### config.mk
export PLATFORM = sky130hd
export DESIGN_NAME = lcd_hd44780_rx
export DESIGN_NICKNAME = d
export VERILOG_FILES = /design/src/rtl/lcd_hd44780_rx.sv
export SDC_FILE = /design/constraint.sdc
export NUM_CORES = 1
export LEC_CHECK = 0
export CORE_MARGIN = 5
export CORE_UTILIZATION = 55
export CTS_CLUSTER_SIZE = 14
export DETAILED_ROUTE_END_ITERATION = 8
export PLACE_DENSITY = 0.86
export SETUP_SLACK_MARGIN = 0.15
export SLEW_MARGIN = 20
export SYNTH_ARGS = -nofsm -noshare
export SYNTH_HDL_FRONTEND = slang
export SYNTH_SLANG_ARGS = --single-unit
### constraint.sdc
create_clock -name clk -period 4.1 [get_ports clk]
set_input_delay 0.41 -clock clk [delete_from_list [all_inputs] [get_ports clk]]
set_output_delay 0.41 -clock clk [all_outputs]
set_load 0.01 [all_outputs]
### src/rtl/lcd_hd44780_rx.sv
// HD44780 bus responder: samples RS/E/DB, decodes E falling edges into instruction/data writes.
// Optional feature macro: LCD_RX_BUSY_CHECK_EN (drop writes while busy and pulse overrun).
module lcd_hd44780_rx #(
    parameter int BUSY_SHORT_CYC = 3700,
    parameter int BUSY_LONG_CYC  = 152000
) (
    input  logic       clk,
    input  logic       rst_n,
    input  logic       RS,
    input  logic       E,
    input  logic [7:0] DB,
    output logic       ddram_we,
    output logic [6:0] ddram_addr,
    output logic [7:0] ddram_data,
    output logic [6:0] cursor_addr,
    output logic [5:0] shift_offset,
    output logic       display_on,
    output logic       cursor_on,
    output logic       blink_on,
    output logic       entry_inc,
    output logic       entry_shift,
    output logic       bus_8bit,
    output logic       two_line,
    output logic       font_5x10,
    output logic       busy,
    output logic       cmd_strobe,
    output logic       overrun
);

    localparam int CNT_MAX = (BUSY_LONG_CYC > BUSY_SHORT_CYC) ? BUSY_LONG_CYC : BUSY_SHORT_CYC;
    localparam int CNT_W   = $clog2(CNT_MAX + 1);
    localparam logic [CNT_W-1:0] SHORT_LOAD = CNT_W'(BUSY_SHORT_CYC - 1);
    localparam logic [CNT_W-1:0] LONG_LOAD  = CNT_W'(BUSY_LONG_CYC - 1);

    typedef enum logic [1:0] {S_IDLE, S_EXEC, S_SWEEP, S_BUSY} state_t;

    state_t           state, state_nx;
    logic             rs_p0, rs_p1, e_p0, e_p1, e_p2;
    logic [7:0]       db_p0, db_p1;
    logic             rs_hold;
    logic [7:0]       db_hold;
    logic             fall, accept, drop, acc_rs, sweep_last;
    logic [7:0]       acc_db;
    logic             is_clear, is_long;
    logic             exec_we, exec_clear, cgram_mode;
    logic [6:0]       we_addr, sweep_addr;
    logic [7:0]       we_data;
    logic [CNT_W-1:0] busy_cnt;

    function automatic logic [6:0] addr_step(input logic [6:0] a, input logic inc, input logic two);
        logic [6:0] r;
        r = inc ? a + 7'd1 : a - 7'd1;
        if (two) begin
            if (inc && a == 7'h27)       r = 7'h40;
            else if (inc && a == 7'h67)  r = 7'h00;
            else if (!inc && a == 7'h40) r = 7'h27;
            else if (!inc && a == 7'h00) r = 7'h67;
        end else begin
            if (inc && a == 7'h4F)       r = 7'h00;
            else if (!inc && a == 7'h00) r = 7'h4F;
        end
        return r;
    endfunction

    function automatic logic [5:0] shift_step(input logic [5:0] s, input logic inc);
        if (inc) return (s == 6'd39) ? 6'd0 : s + 6'd1;
        return (s == 6'd0) ? 6'd39 : s - 6'd1;
    endfunction

    // Pin synchronisers; RS/DB are held from the last sample that still saw E high
    always_ff @(posedge clk or negedge rst_n) begin
        if (!rst_n) begin
            rs_p0   <= 1'b0;
            rs_p1   <= 1'b0;
            e_p0    <= 1'b0;
            e_p1    <= 1'b0;
            e_p2    <= 1'b0;
            db_p0   <= 8'h00;
            db_p1   <= 8'h00;
            rs_hold <= 1'b0;
            db_hold <= 8'h00;
        end else begin
            rs_p0 <= RS;
            rs_p1 <= rs_p0;
            e_p0  <= E;
            e_p1  <= e_p0;
            e_p2  <= e_p1;
            db_p0 <= DB;
            db_p1 <= db_p0;
            if (e_p1) begin
                rs_hold <= rs_p1;
                db_hold <= db_p1;
            end
        end
    end

    assign fall       = e_p2 & ~e_p1;
    assign sweep_last = (state == S_SWEEP) && (sweep_addr == 7'h7F);

`ifdef LCD_RX_BUSY_CHECK_EN
    assign accept = fall && (state == S_IDLE);
    assign drop   = fall && (state != S_IDLE);
    assign acc_rs = rs_hold;
    assign acc_db = db_hold;
`else
    logic       pend_vld, pend_rs;
    logic [7:0] pend_db;

    // Events during the sweep wait in a one-deep slot; a fresh event on the last sweep cycle wins
    always_comb begin
        accept = fall;
        acc_rs = rs_hold;
        acc_db = db_hold;
        if (state == S_SWEEP) begin
            accept = sweep_last && (fall || pend_vld);
            if (!fall) begin
                acc_rs = pend_rs;
                acc_db = pend_db;
            end
        end
    end

    assign drop = 1'b0;

    always_ff @(posedge clk or negedge rst_n) begin
        if (!rst_n) begin
            pend_vld <= 1'b0;
            pend_rs  <= 1'b0;
            pend_db  <= 8'h00;
        end else if (state == S_SWEEP) begin
            if (fall && !sweep_last) begin
                pend_vld <= 1'b1;
                pend_rs  <= rs_hold;
                pend_db  <= db_hold;
            end else if (sweep_last) begin
                pend_vld <= 1'b0;
            end
        end
    end
`endif

    assign is_clear = !acc_rs && (acc_db == 8'h01);
    assign is_long  = !acc_rs && (acc_db[7:1] == 7'h00 && acc_db[0]) || (!acc_rs && acc_db[7:1] == 7'h01);

    always_ff @(posedge clk or negedge rst_n) begin
        if (!rst_n) state <= S_IDLE;
        else        state <= state_nx;
    end

    always_comb begin
        state_nx   = state;
        busy       = (state != S_IDLE);
        ddram_we   = 1'b0;
        ddram_addr = we_addr;
        ddram_data = we_data;
        case (state)
            S_EXEC: begin
                ddram_we = exec_we;
                state_nx = exec_clear ? S_SWEEP : S_BUSY;
            end
            S_SWEEP: begin
                ddram_we   = 1'b1;
                ddram_addr = sweep_addr;
                ddram_data = 8'h20;
                if (sweep_last) state_nx = S_BUSY;
            end
            S_BUSY: begin
                if (busy_cnt == '0) state_nx = S_IDLE;
            end
            default: ;
        endcase
        if (accept) state_nx = S_EXEC;
    end

    // Busy countdown is loaded at acceptance so the EXEC cycle is the first busy cycle
    always_ff @(posedge clk or negedge rst_n) begin
        if (!rst_n) begin
            busy_cnt   <= '0;
            sweep_addr <= 7'h00;
        end else begin
            if (accept)                                busy_cnt <= is_long ? LONG_LOAD : SHORT_LOAD;
            else if (state != S_IDLE && busy_cnt != '0) busy_cnt <= busy_cnt - 1'b1;
            sweep_addr <= (state == S_SWEEP) ? sweep_addr + 7'd1 : 7'h00;
        end
    end

    always_ff @(posedge clk or negedge rst_n) begin
        if (!rst_n) begin
            exec_we      <= 1'b0;
            exec_clear   <= 1'b0;
            we_addr      <= 7'h00;
            we_data      <= 8'h00;
            cgram_mode   <= 1'b0;
            cursor_addr  <= 7'h00;
            shift_offset <= 6'd0;
            display_on   <= 1'b0;
            cursor_on    <= 1'b0;
            blink_on     <= 1'b0;
            entry_inc    <= 1'b1;
            entry_shift  <= 1'b0;
            bus_8bit     <= 1'b1;
            two_line     <= 1'b0;
            font_5x10    <= 1'b0;
            cmd_strobe   <= 1'b0;
            overrun      <= 1'b0;
        end else begin
            cmd_strobe <= 1'b0;
            overrun    <= drop;
            if (accept) begin
                exec_we    <= acc_rs && !cgram_mode;
                exec_clear <= is_clear;
                if (acc_rs) begin
                    if (!cgram_mode) begin
                        we_addr     <= cursor_addr;
                        we_data     <= acc_db;
                        cursor_addr <= addr_step(cursor_addr, entry_inc, two_line);
                        if (entry_shift) shift_offset <= shift_step(shift_offset, entry_inc);
                    end
                end else begin
                    cmd_strobe <= 1'b1;
                    casez (acc_db)
                        8'b1???????: begin
                            cursor_addr <= acc_db[6:0];
                            cgram_mode  <= 1'b0;
                        end
                        8'b01??????: cgram_mode <= 1'b1;
                        8'b001?????: {bus_8bit, two_line, font_5x10} <= acc_db[4:2];
                        8'b0001????: begin
                            if (acc_db[3]) shift_offset <= shift_step(shift_offset, acc_db[2]);
                            else           cursor_addr  <= addr_step(cursor_addr, acc_db[2], two_line);
                        end
                        8'b00001???: {display_on, cursor_on, blink_on} <= acc_db[2:0];
                        8'b000001??: {entry_inc, entry_shift} <= acc_db[1:0];
                        8'b0000001?: begin
                            cursor_addr  <= 7'h00;
                            shift_offset <= 6'd0;
                            cgram_mode   <= 1'b0;
                        end
                        8'b00000001: begin
                            cursor_addr  <= 7'h00;
                            shift_offset <= 6'd0;
                            cgram_mode   <= 1'b0;
                            entry_inc    <= 1'b1;
                        end
                        default: ;
                    endcase
                end
            end
        end
    end

endmodule
[Yosys cells after proc, flatten, opt, wreduce, memory -nomap -nowiden]
Index checks and enable logic that the tools add are counted.
Word-level totals
  register bits after elaboration: 107
  latch bits: 0
  RAM bits: 0
  bits in read-only memories: 0
  output and inout port bits: 40
  logic and storage cells: 179
  memories: 0
Cells by class
  $add $sub $neg: 6
  multiply operators: 0
  div/mod/pow operators: 0
  order comparisons: 0
  equality and inequality tests: 22
  shifts and indexed selects: 0
  muxes and demuxes: 64
  bitwise operators: 4
  reduce and logical (&&, ||, !) cells: 52
Operator list (count)
  $mux 7: 21
  $mux 6: 10
  $mux 18: 3
  $eq 7x7->1 const B: 4
  $mux 8: 3
  $pmux 7 s3: 1
  $reduce_and 3->1: 7
  $logic_and 1x1->1: 19
  $logic_not 18->1: 1
  $mux 1: 18
  $reduce_bool 18->1: 1
  $sub 18x1->18 const B: 1
  $add 7x1->7 const B: 2
  $logic_not 7->1: 2
  $ne 3x3->1 const B: 4
  $pmux 6 s2: 1
  $reduce_bool 2->1: 5
  $eq 8x1->1 const B: 1
  $reduce_bool 4->1: 2
  $eq 7x1->1 const B: 1
  $eq 7x6->1 const B: 1
  $sub 7x1->7 const B: 1
  $add 6x1->6 const B: 1
  $eq 6x1->1 const B: 1
  22 further kinds: 37

[Logic depth before layout (Yosys ltp)]
  word-level depth: 14
  gate-level depth with buffers: 10
  gate-level depth less buffers: 8

[Worst setup path before layout]
No wires, ideal clock.
  path kind: register -> register
  from: register state[0]
  to: register shift_offset[1]
  setup time: 125 ps
  arrival: 2478 ps
  data required time: 3975 ps
  path slack: 1497 ps
  cell stages (with the launch flop): 10
  buffers on the path: 2
  cell sequence: dfrtp_1 > inv_1 > ha_1 > clkbuf_1 > nand3_1 > a221o_1 > o211ai_1 > and2_1 > clkbuf_1 > mux2_2
On the way
  cells in the longest elaborated chain, start to end: 11
Ends and longest elaborated chain
  from (decl): line 37  | state_t state, state_nx;
  from (signal assigned): line 147  | else state <= state_nx;
  $eq 2x2->1 *: line 98, 114
  $mux 8: line 114  | if (state == S_SWEEP) begin
  $mux 1: line 66  | if (inc) return (s == 6'd39) ? 6'd0 : s + 6'd1;
  $mux 1: line 229  | if (acc_db[3]) shift_offset <= shift_step(shift_offset, acc_db[2]);
  $mux 1: line 221  | casez (acc_db)
  $mux 1: line 212  | if (acc_rs) begin
  $mux 1: line 209  | if (accept) begin
  $mux 6: line 67  | return (s == 6'd0) ? 6'd39 : s - 6'd1;
  $mux 6: line 229
  $pmux 6 s2: line 221
  $mux 6: line 212
  to (signal assigned): line 217  | if (entry_shift) shift_offset <= shift_step(shift_offset, entry_inc);
  to (signal assigned): line 229
  to (decl): line 16  | output logic [5:0] shift_offset,
Mark *: on every way between the ends. The rest lies on a longest branch, timed or not. The select of a mux whose other input is x is not followed.
A chain may end at the register's enable or synchronous reset.

[Worst setup path in the final report]
  from: register sweep_addr[0]
  to: register display_on
On the way
  cells in the longest elaborated chain, start to end: 5
Ends and longest elaborated chain
  from (decl): line 46  | logic [6:0] we_addr, sweep_addr;
  from (signal assigned): line 183  | sweep_addr <= (state == S_SWEEP) ? sweep_addr + 7'd1 : 7'h00;
  $eq 7x7->1: line 98  | assign sweep_last = (state == S_SWEEP) && (sweep_addr == 7'h7F);
  $logic_and 1x1->1: line 98
  $logic_and 1x1->1: line 115  | accept = sweep_last && (fall || pend_vld);
  $mux 1: line 114
  $reduce_and 3->1 (no source line)
  to (signal assigned): line 196  | display_on <= 1'b0;
  to (decl): line 17  | output logic display_on,
No other way between the ends.

==> impl_metrics.py <==
metrics = {
    "status": {
        "status": "completed",
    },
    "route": {
        "vias": 4928,
        "drt_pre_antenna_iters": 7,
        "antenna_left": 0,
        "drt_wl_total_um": 14100,
        "drc": 0,
        "drt_iter0_markers": 552,
        "vias_per_cell": 6.39,
        "routedWlPerCell_um": 18.3,
    },
    "timing": {
        "rsz0062_at_grt": "no",
        "max_freq_ghz": 0.319,
        "tns_ns": 0,
        "max_slew.worst_pin.slew_ns": 0.921,
        "fin_crit_sh_pct": 76.5,
        "report.final.slew_viol_count": 0,
        "finalCriticalPeriod_ns": 3.14,
        "hold_viol": 0,
        "finClkSkew_ns": 0.0138,
        "setup_viol": 0,
        "slew_headroom_pct": 38.6,
    },
    "clock_tree": {
        "clkTransAtPathRegs_ns": 0.12,
        "cts_setup_buffers": 0,
        "cts_tree": "done",
        "clk_latency_ns": 0.38,
        "cts_sinks": 107,
        "cts_htree_levels": 3,
        "cts_buffer_depth": 2,
        "cts_inserted_buffers": 9,
        "cts.repair.resized": 0,
        "ctsHoldBuffers": 0,
        "cts_root_buffer": "clkbuf_8",
    },
    "die": {
        "die_h_um": 113,
        "core_area_um2": 10300,
        "io_pins": 52,
        "die_area_um2": 12800,
        "fp.dieW_um": 113,
        "fp-row-count": 37,
        "start_util_pct": 56.5,
    },
    "critical_path": {
        "r2r_cells": 7,
        "crit_path_start_kind": "flip-flop",
        "r2r_start": "sweep_addr[0]",
        "cp-startpoint": "sweep_addr[0]",
        "r2r-end": "display_on",
        "critPathMaxFanout": 18,
        "arrival_ns": 3.41,
        "critPathKind": "flip-flop to flip-flop",
        "worst_setup_path_end_kind": "flip-flop",
        "cp_data_required_time_ns": 4.38,
        "critPathCapture": "display_on",
        "r2r_slack_ns": 0.96,
    },
    "global_route": {
        "grt_use_met3_pct": 3.32,
        "grtUsageTotal_pct": 21.9,
        "gr-usage-met2_pct": 36.2,
        "grt_max_degree": 74,
        "grt_busiest_layer": "met2",
        "grt_pass1_vias": 4632,
        "antenna_found_initial": 0,
        "gr-total-overflow": 0,
        "grt_pass1_wl_um": 22900,
        "use_met1_pct": 28.8,
    },
    "placement": {
        "routabilityCongestion": 1.03,
        "hpwl_um": 10100,
        "place_area_um2": 6400,
        "numPortBuffers": 50,
    },
    "worst_hold_path": {
        "hp-class": "input pin to asynchronous set/reset pin",
    },
    "finish": {
        "final_area_um2": 6620,
        "nFillCells": 829,
        "drive_above_1_share_pct": 12.4,
        "layout.cells.most_common_list": "105 x dfrtp_1, 53 x nor2_1, 49 x clkdlybuf4s50_1",
        "area_growth_pct": 13.5,
        "layout.nets": 653,
        "n_antenna_cell": 0,
        "mostFrequentLayoutCell": "dfrtp_1",
    },
    "synth": {
        "synth_cell_types": 75,
        "synth_seq_area_share_pct": 45.9,
        "synth_warnings": 0,
        "synthCells": 596,
        "synth-edff-count": 0,
        "syn_area_um2": 5830,
        "synth_fp_nets": 619,
        "synth_area_per_cell_um2": 9.79,
        "synth_flop_cell": "dfrtp_1",
        "ys_ff_latch": 107,
        "synthArstFlopShare_pct": 100,
    },
    "power_and_ir_drop": {
        "p_int_mw": 2.67,
        "clkPwrFrac_pct": 14.7,
        "swShare_pct": 42.6,
        "combPwrFrac_pct": 47.2,
        "power_density_nw_per_um2": 703,
        "p_switching_mw": 1.98,
        "leakage_nw": 2.75,
        "power.share.sequential_pct": 38.1,
        "ir_worst_vdd_uv": 355,
    },
    "run": {
        "maxCapViolCount": 0,
    },
}
-- synthesized netlist by cell type, types with 3 or more instances --
cell        n  area (µm²)
dfrtp_1   105        2630
nor2_1     53         199
mux2_2     41         462
nand2_1    41         154
a21oi_1    35         175
o21ai_0    26         130
inv_1      25        93.8
clkbuf_1   20        75.1
nand3_1    18        90.1
nor3_1     17        85.1
xnor2_1    14         123
nor2b_1    12        75.1
ha_1       11         138
nand2b_1   11        68.8
and3_1     10        62.6
a31oi_1     8        50.1
and2_1      8        50.1
mux2i_1     8        80.1
nor4_1      8        50.1
or3_1       8        50.1
buf_2       6        30.0
o211ai_1    6        45.0
a221oi_1    5        43.8
a32oi_1     5        43.8
o22ai_1     5        31.3
o31ai_1     5        37.5
xor2_1      5        43.8
a21o_1      4        30.0
buf_1       4        15.0
or2_2       4        25.0
a211o_1     3        26.3
a211oi_1    3        22.5
a221o_1     3        30.0
o22a_1      3        26.3
o311ai_0    3        26.3
-- worst min path at each step --
stage,startpoint,end,slack (ns),depth (start not counted)
final,rst_n,db_p0[5],0.12,1
after detailed placement,db_p0[1],db_p1[1],0.33,0
after global placement,db_p0[2],db_p1[2],0.33,0
after global routing,rst_n,db_p0[5],0.22,1
after floorplan,rst_n,blink_on,0.11,0
after CTS,rst_n,db_p0[5],0.16,1
-- power by group through the flow --
stage,sequential (mW),combinational [mW],clock (mW)
2_1_floorplan,1.63,1.48,0
3_3_place_gp,1.76,2.11,0
3_5_place_dp,1.78,2.17,0
4_1_cts,1.76,2.18,0.695
5_1_grt,1.81,2.39,0.732
6_report,1.77,2.20,0.683
-- final cells by class --
cell class | count | area, µm² | share of cell area (%)
Clock buffer | 9 | 124 | 1.87
Clock inverter | 7 | 93.8 | 1.42
Inverter | 25 | 93.8 | 1.42
Multi-Input combinational cell | 432 | 2930 | 44.2
Sequential cell | 107 | 2680 | 40.5
Tap cell | 136 | 170 | 2.57
Timing Repair Buffer | 55 | 536 | 8.09
-- per-stage QoR --
stage	hold WS, ns	setup WS [ns]	std cells	util [%]	total power, mW
6_report	0.123	0.962	771	64.1	4.66
5_1_grt	0.220	0.727	771	64.1	4.94
4_1_cts	0.163	1.01	771	64.1	4.64
3_5_place_dp	0.335	1.04	755	62.0	3.95
3_3_place_gp	0.333	1.15	755	62.0	3.87
2_1_floorplan	0.114	1.50	596	-	3.11
-- layer usage --
metal / wire (µm) / share of wire, %
met5: 0 / 0
met4: 473 / 3.4
met3: 819 / 5.8
met2: 6800 / 48
met1: 6000 / 43
-- registers in the layout, indices dropped and copies added, names as in the netlist, 2 cells and up --
signal / count
cursor_addr: 7
db_hold: 8
we_addr: 7
sweep_addr: 7
we_data: 8
shift_offset: 6
db_p1: 8
state: 2
pend_db: 8
db_p0: 8
busy_cnt: 18
-- critical path, stage by stage, from the launching register on --
cell and delay [ns]:
dfrtp_1 0.43, ha_1 0.25, nand3_1 0.11, o21ai_0 0.48
nand2_1 0.55, or3_1 0.57, nor2_1 0.26, mux2_2 0.38
-- cells by family (layout without fill, tap and decap cells) --
group / after synthesis / in the layout / synth area share [%]
multiplexers: 49 / 49 / 9.29
AND/OR/NAND/NOR: 204 / 204 / 17.6
other: 1 / 1 / 0.0643
AO/OA/AOI/OAI: 148 / 148 / 17.9
adder cells (fa/ha/maj): 11 / 11 / 2.36
XOR/XNOR: 19 / 19 / 2.85
buffers and inverters: 57 / 96 / 3.99
flip-flops: 107 / 107 / 45.9
Note: power is estimated with default switching activity, not from simulation.
